--- src/rtl/stream_error_checker_popcount.sv ---
// Combinational population count built as a balanced binary adder tree.
module stream_error_checker_popcount #(
  parameter int WIDTH = 32
) (
  input  logic [WIDTH-1:0]             data,
  output logic [$clog2(WIDTH+1)-1:0]   count
);

  localparam int CW     = $clog2(WIDTH + 1);
  localparam int LEAVES = 1 << $clog2(WIDTH);

  logic [LEAVES-1:0] padded;

  for (genvar gi = 0; gi < LEAVES; gi++) begin : g_leaf
    if (gi < WIDTH) begin : g_bit
      assign padded[gi] = data[gi];
    end else begin : g_pad
      assign padded[gi] = 1'b0;
    end
  end

  // Each pass halves the number of partial sums; lower slots are overwritten
  // only after the pair they depend on has been read.
  always_comb begin
    logic [CW-1:0] lvl [LEAVES];
    for (int i = 0; i < LEAVES; i++) begin
      lvl[i] = CW'(padded[i]);
    end
    for (int s = LEAVES / 2; s >= 1; s = s / 2) begin
      for (int i = 0; i < s; i++) begin
        lvl[i] = lvl[2*i] + lvl[2*i+1];
      end
    end
    count = lvl[0];
  end

endmodule

--- config.mk ---
export PLATFORM = sky130hd
export DESIGN_NAME = stream_error_checker_popcount
export DESIGN_NICKNAME = d
export VERILOG_FILES = /design/src/rtl/stream_error_checker_popcount.sv
export SDC_FILE = /design/constraint.sdc
export NUM_CORES = 1
export LEC_CHECK = 0
export CAP_MARGIN = 10
export CORE_UTILIZATION = 43
export DETAILED_ROUTE_END_ITERATION = 16
export PLACE_DENSITY = 0.83
export SLEW_MARGIN = 20
export SYNTH_ARGS = -nofsm -noshare
export SYNTH_HDL_FRONTEND = slang
export SYNTH_SLANG_ARGS = --single-unit
--- constraint.sdc ---
create_clock -name vclk -period 11.9
set_input_delay 3.57 -clock vclk [all_inputs]
set_output_delay 3.57 -clock vclk [all_outputs]
set_load 0.1 [all_outputs]
## After elaboration in Yosys (flattened, before gate mapping)

Cells that the tools add are included.

- $add $sub $neg: 31

Operators with widths:

| operator | number |
|---|---|
| $add 1x1->2 | 16 |
| $add 2x2->3 | 8 |
| $add 3x3->4 | 4 |
| $add 4x4->5 | 2 |
| $add 5x5->6 | 1 |

- Register bits after elaboration: 0
- Output and inout bits: 6
- Word-level logic and storage cells: 31

## Longest topological paths before layout

Gate-level depths: netlist of the first run.

- Word-level depth: 5
- Gate-level depth with buffers: 16
- Gate-level depth less buffers: 16

## Worst setup path after synthesis of the first run

OpenSTA, ideal clock, no wires.

- Kind: input to output
- Start: in data[0]
- End: out count[5]
- Arrival: 9.362 ns
- Data required time: 8.330 ns
- Slack: -1.032 ns
- Stages on the path: 14
- Path buffers: 0
- Cell sequence: inv_1 fa_1 inv_1 fa_1 fa_1 fa_1 fa_1 inv_1 fa_1 inv_1 ha_1 a21o_1 a21oi_2 o21ai_0

- Word-level cells in the longest chain between the ends: 5

Ends and longest elaborated chain:

| element | RTL line | RTL |
|---|---|---|
| from (decl) | 5 | `input logic [WIDTH-1:0] data,` |
| $add 1x1->2 | 31 | `lvl[i] = lvl[2*i] + lvl[2*i+1];` |
| $add 2x2->3 | 31 |  |
| $add 3x3->4 | 31 |  |
| $add 4x4->5 | 31 |  |
| $add 5x5->6 | 31 |  |
| to (decl) | 6 | `output logic [$clog2(WIDTH+1)-1:0] count` |

No other way between the ends.

## Worst setup path after layout of the first run

- Start: in data[15]
- End: out count[3]

The elaborated chain is that of the path after synthesis.

==> results.md, run 1 <==
* Status: finished, violations left
* Failing checks: design-rule violations
* Post-synth top area share at 63.37%
* Via count at a little under 600
* Commonest cells in the netlist: inv_1, fa_1, ha_1
* Layout Cells excl Fill at around 130
* Max-Cap Viols at 0
* Sequential Area at 0 um2
* P&R area growth vs syn at 70.13%
* Die footprint at around 1900 um2
* Crit end category: output port
* FMAX at ~86 MHz
* Synth top area cells: fa_1, inv_1, ha_1
* Synth Warn # at 0
* Hold depth at 3
* Ratio of cells with drive above 1 in the final layout at ~18%
* DR WL/cell at about 12 um
* Mapped Nets at around 140
* IO Pins at 38
* First-pass GRT wire length at 2559 um
* Total gr overflow at 0
* Sequential area share after synthesis at 0%
* Yosys top cell by area: fa_1
* Cells after DPL at around 130
* Number of global-route vias before repair at around 660
* Post-CTS setup buffers at 0
* Netlist cell types at 11
* Required @ worst endpoint at between 8000 and 9000 ps
* Nets at ~180
* Data arrival time of the critical path at 8100 ps
* Hold Crit Class: in -> out
* RePlAce Congestion at 0.6892
* Number of routed nets with antenna violations at 0
* Slew margin rel. at between 80% and 90%
* Largest net degree at the start of global routing at 4
* CLK BUF at 0
* Seq_cells at 0
* Tot GR Track Use at between 10% and 20%
* Max-slew violations at 0
* Initial DRC count at 5
* Top-count cell post-synth: inv_1
* Buffers on Ports at 38
* Critical path class: in -> out
* Final Critical Period at 11,670 ps
* Die height at roughly 44 um
* DRC at 3
* Ant. Diodes at 0
* Post-Synthesis Cells at 73
* Worst Hold Path EP: count[0]
* Final setup fails at 0
* Synthesized cell area at between 700 and 800 um2
* Tightest Pin Transition at 243.6 ps
* Pre-Repair DR Iteration Count at 9
* Critical path fanouts, max at 2
* Period utilization at roughly 98%
* # hold bufs at CTS at 0
* RSZ-0062 raised after global routing: no
* Mapped Avg Cell Area at around 10 um2
* Core Region at around 1600 um2
* Hold wc startpoint: data[2]
* Initial Utilization at about half
* Num rows at 14
* Final hold viol count at 0
* Initial antenna violation count at 0
* DR vias/cell at about 4.6
* CP startpoint kind: primary input
* HPWL after detailed placement at 1511 um
* Final wirelength at around 1500 um
* Die width at 43.99 um
-- per-layer routing --
| layer | vias up | part of all wire, % | GRT usage, % | wire, um |
|---|---|---|---|---|
| li1 | 280 | - | - | - |
| met1 | 299 | 29 | 17.55 | 434 |
| met2 | 17 | 67 | 41.49 | 1012 |
| met3 | 0 | 3.7 | 0.4167 | 55 |
| met4 | 0 | 0 | 0 | 0 |
| met5 | - | 0 | 0 | 0 |
-- critical path, stage by stage --
cell,delay [ps]
dlygate4sd2_1,200
inv_2,40
fa_1,520
inv_1,50
fa_1,410
fa_1,560
fa_1,440
fa_1,550
inv_1,60
fa_1,590
inv_1,60
ha_1,290
a21o_1,190
a21oi_2,210
xnor2_2,150
buf_12,200
-- cell type report --
class	instances	area [um2]
Inverter	30	112.6
Timing Repair Buffer	40	447.9
Multi-Input combinational cell	43	709.4
Tap cell	16	20.02
Fill cell	104	286.5
-- repair_timing --
| action | 4_1_cts | 5_1_grt |
|---|---|---|
| cloned | 0 | 0 |
| endpoints found under the setup margin | 4 | 3 |
| pin swaps | 14 | 6 |
| gates resized for setup | 19 | 5 |
-- layout by cell type, fill, tap and decap left out --
| cell type | instances |
|---|---|
| nand2_1 | 2 |
| xor2_4 | 1 |
| buf_4 | 2 |
| ha_1 | 6 |
| nand2b_4 | 1 |
| dlymetal6s2s_1 | 3 |
| dlygate4sd2_1 | 12 |
| xnor2_2 | 2 |
| o21ai_1 | 1 |
| a21o_1 | 1 |
| fa_1 | 23 |
| nor2_1 | 2 |
| ha_4 | 1 |
| a21oi_4 | 1 |
| inv_2 | 4 |
| fa_2 | 1 |
| clkdlybuf4s50_1 | 17 |
| a21oi_2 | 1 |
| inv_1 | 26 |
| buf_12 | 6 |
-- how the worst max path moves through the flow --
stage             start  endpoint  slack [ps]  cells past startpoint
2_1_floorplan   data[0]  count[5]        -290                     14
3_3_place_gp    data[0]  count[4]        -160                     18
3_5_place_dp    data[0]  count[4]        -220                     18
4_1_cts         data[5]  count[4]           5                     16
5_1_grt        data[15]  count[3]          80                     16
6_report       data[15]  count[3]         230                     16
-- logic make-up after synthesis --
kind of cell               Yosys count  synth area share [%]
adders and majority gates           31                 74.92
buffers and inverters               30                 14.85
and+or+nand+nor                      5                 2.807
AOI/OAI and AO/OA                    4                 3.961
xor gates and xnor gates             3                 3.466
-- through the flow --
stage	utilization [%]	setup WS [ps]	instance area, um2	setup TNS [ps]	hold slack [ps]
final	81.83	227.7	1290	0	7967
after global routing	81.83	78.20	1290	0	8002
after detailed placement	80.40	-222.3	1267	-318.7	7965
after floorplan	-	-288.7	792.0	-288.7	7686
after global placement	80.40	-160.1	1267	-160.1	7954
after CTS	80.71	5.222	1272	0	7971
Power of run 1 is left out: the tool's default activity adds up to more than one toggle a clock period on the data nets, which glitch-free logic cannot reach.
==> inputs of run 2 (changes only) <==
--- a/config.mk
+++ b/config.mk
@@ -8,6 +8,8 @@
 export CAP_MARGIN = 10
 export CORE_UTILIZATION = 43
 export DETAILED_ROUTE_END_ITERATION = 16
+export GPL_TIMING_DRIVEN = 1
+export MAX_ROUTING_LAYER = met4
 export PLACE_DENSITY = 0.83
 export SLEW_MARGIN = 20
 export SYNTH_ARGS = -nofsm -noshare
==> results of run 2 <==
Final layout, timing and power as in run 1 (identical DEF).
Among the figures that moved: final weighted congestion in routability-driven placement 0.6892 -> 0.6965; overall routing resource usage 17.90% -> 18.47%
Power of run 2 is left out for the same reason.
==> inputs of run 3 (changes only) <==
--- a/config.mk
+++ b/config.mk
@@ -5,13 +5,11 @@
 export SDC_FILE = /design/constraint.sdc
 export NUM_CORES = 1
 export LEC_CHECK = 0
-export CAP_MARGIN = 10
 export CORE_UTILIZATION = 43
 export DETAILED_ROUTE_END_ITERATION = 16
 export GPL_TIMING_DRIVEN = 1
 export MAX_ROUTING_LAYER = met4
 export PLACE_DENSITY = 0.83
-export SLEW_MARGIN = 20
 export SYNTH_ARGS = -nofsm -noshare
 export SYNTH_HDL_FRONTEND = slang
 export SYNTH_SLANG_ARGS = --single-unit
==> results of run 3 <==
Final layout, timing and power as in run 1 (identical DEF).
Among the figures that moved: final weighted congestion in routability-driven placement 0.6892 -> 0.6965; overall routing resource usage 17.90% -> 18.47%
Power of run 3 is left out for the same reason.
==> patch, RTL diff (flow settings as in run 2) <==
Change the parameter `WIDTH` from 32 to 64.
--- a/src/rtl/stream_error_checker_popcount.sv
+++ b/src/rtl/stream_error_checker_popcount.sv
@@ -1,6 +1,6 @@
 // Combinational population count built as a balanced binary adder tree.
 module stream_error_checker_popcount #(
-  parameter int WIDTH = 32
+  parameter int WIDTH = 64
 ) (
   input  logic [WIDTH-1:0]             data,
   output logic [$clog2(WIDTH+1)-1:0]   count
Interface: changed (resized count and data); port bits go from 38 to 71. The function was not compared with the original's and may differ.
==> patch against run 2 <==
The flow finishes with violations (negative setup slack). Final area is 120% higher. Non-clock buffer count is 44 higher. Setup slack worse by 1.1 ns. Global-route usage is 1.7 points lower. Via count is 130% higher. Routed wire length is 110% higher. Area after synthesis is 130% higher.
Power is left out: the tool's default activity adds up to more than one toggle a clock period on the data nets, which glitch-free logic cannot reach.
==> patch: results (changes against run 2) <==
\begin{tabular}{lr}
\hline
Metric & Value \\
\hline
\multicolumn{2}{l}{\textbf{Logic synthesis}} \\
Top cells by count, synth & 84 x inv\_1, 54 x fa\_1, 15 x ha\_1, 3 x a21oi\_1, 2 x a211oi\_1 \\
Adder and majority cell fraction of the synthesized area & 73.37\% (-1.5 points) \\
Fraction of synthesized cell area in xor and xnor cells & 1.013\% (-2.5 points) \\
Synthesized netlist net count & 305 (+120\%) \\
Mean Syn Cell Area & 10.05 µm² (-3.2\%) \\
Leading post-synthesis cells by cell area & fa\_1 63\%, inv\_1 18\%, ha\_1 11\% \\
Synth cell types & 19 (+8) \\
Synth Area in Compound Gates & 6.223\% (+2.3 points) \\
Synth warn & 0 (unchanged) \\
\multicolumn{2}{l}{\textbf{STA}} \\
Relative slew margins & 72.49\% (-11 points) \\
Fin Setup TNS & -4.492 ns (-4.492 ns) \\
Final setup slack of the worst path & -0.9138 ns (-1.141 ns) \\
Number of setup violations in the final report & 7 (+7) \\
\multicolumn{2}{l}{\textbf{Layout}} \\
Number of diodes & 0 (unchanged) \\
Layout sequential cell count & 0 (unchanged) \\
Number of filler instances in the final layout & 273 (+160\%) \\
Net total in the final layout & 391 (+120\%) \\
Fraction of final layout cells sized beyond drive strength 1 & 28.52\% (+11 points) \\
\multicolumn{2}{l}{\textbf{Drt}} \\
Post-detailed-routing wire length & 3.184 mm (+110\%) \\
Length of the first detailed-routing pass in iterations & 2 (-7) \\
Top layer used by detailed routing & met4 \\
Wire length on met3 & 159 µm (+190\%) \\
Total routed wire length on the met1 layer & 1.084 mm (+150\%) \\
Routed wl met2 & 1.925 mm (+90\%) \\
Total via count in the routed design & 1351 (+130\%) \\
Starting DRT DRC Count & 19 (+14) \\
Ratio of routed vias to standard cells & 4.444 (-3.8\%) \\
\multicolumn{2}{l}{\textbf{Global route}} \\
Pin count of the biggest net entering global routing & 6 (+2) \\
Met1 layer usage reported by global route & 17.75\% (+0.21 points) \\
GRT Total Usage & 16.78\% (-1.7 points) \\
Global-route wire length before repair & 5.526 mm (+120\%) \\
Met2 routing resource usage after global routing & 35.31\% (-6.2 points) \\
M3 GR Usage & 0.5208\% (+0.10 points) \\
Via count of the first global-routing pass & 1474 (+120\%) \\
\multicolumn{2}{l}{\textbf{Worst setup path}} \\
Slowest Stage Delay on Critical Path & 0.54 ns (-0.05 ns) \\
Data arrival time of the critical path & 9.24 ns (+1.14 ns) \\
Critical path's slowest cell & fa\_1 \\
Crit-path max FO & 2 (unchanged) \\
\multicolumn{2}{l}{\textbf{Status}} \\
Result of the run & complete, but fails checks \\
Violated checks & negative setup slack \\
\multicolumn{2}{l}{\textbf{Place}} \\
Post-DP HPWL & 3.117 mm (+110\%) \\
Cell Area, Placed & 0.002749 mm² (+120\%) \\
Buffers added on ports & 71 (+87\%) \\
Dpl ws & -1.397 ns (-1.174 ns) \\
RD Place Congestion & 0.7673 (+10\%) \\
Total placed cells including tap cells & 302 (+130\%) \\
\hline
\end{tabular}
[patch: changes by cell type after synthesis, sizes merged, moves of 2 or more]
| cell | run 2 | this run |
|---|---|---|
| nand2 | 2 | 0 |
| inv | 30 | 84 |
| ha | 7 | 15 |
| fa | 24 | 54 |
| a211oi | 0 | 2 |
[patch: cell type report]
type,instances,area [µm²],share of cell area [%]
tap,48,60.06,2.135
inverter,84,315.3,11.21
multi-input combinational,88,1605,57.07
timing repair buffer,84,832.0,29.58
[patch: logic make-up after synthesis]
logic type,Yosys count
simple gates,3
fa+ha+maj,69
buf+inv,84
compound gates,14
xor+xnor,2
[patch: worst paths after layout]
| check | start | slack, ns | cells after the start | end |
|---|---|---|---|---|
| min | data[2] | 7.97 | 3 | count[0] |
| max | data[55] | -0.91 | 21 | count[5] |
[patch: timing repair]
action | CTS | global route
resized for setup | 74 | 24
pin swaps | 46 | 35
buffers inserted | 3 | 0
setup endpoints to repair | 7 | 7
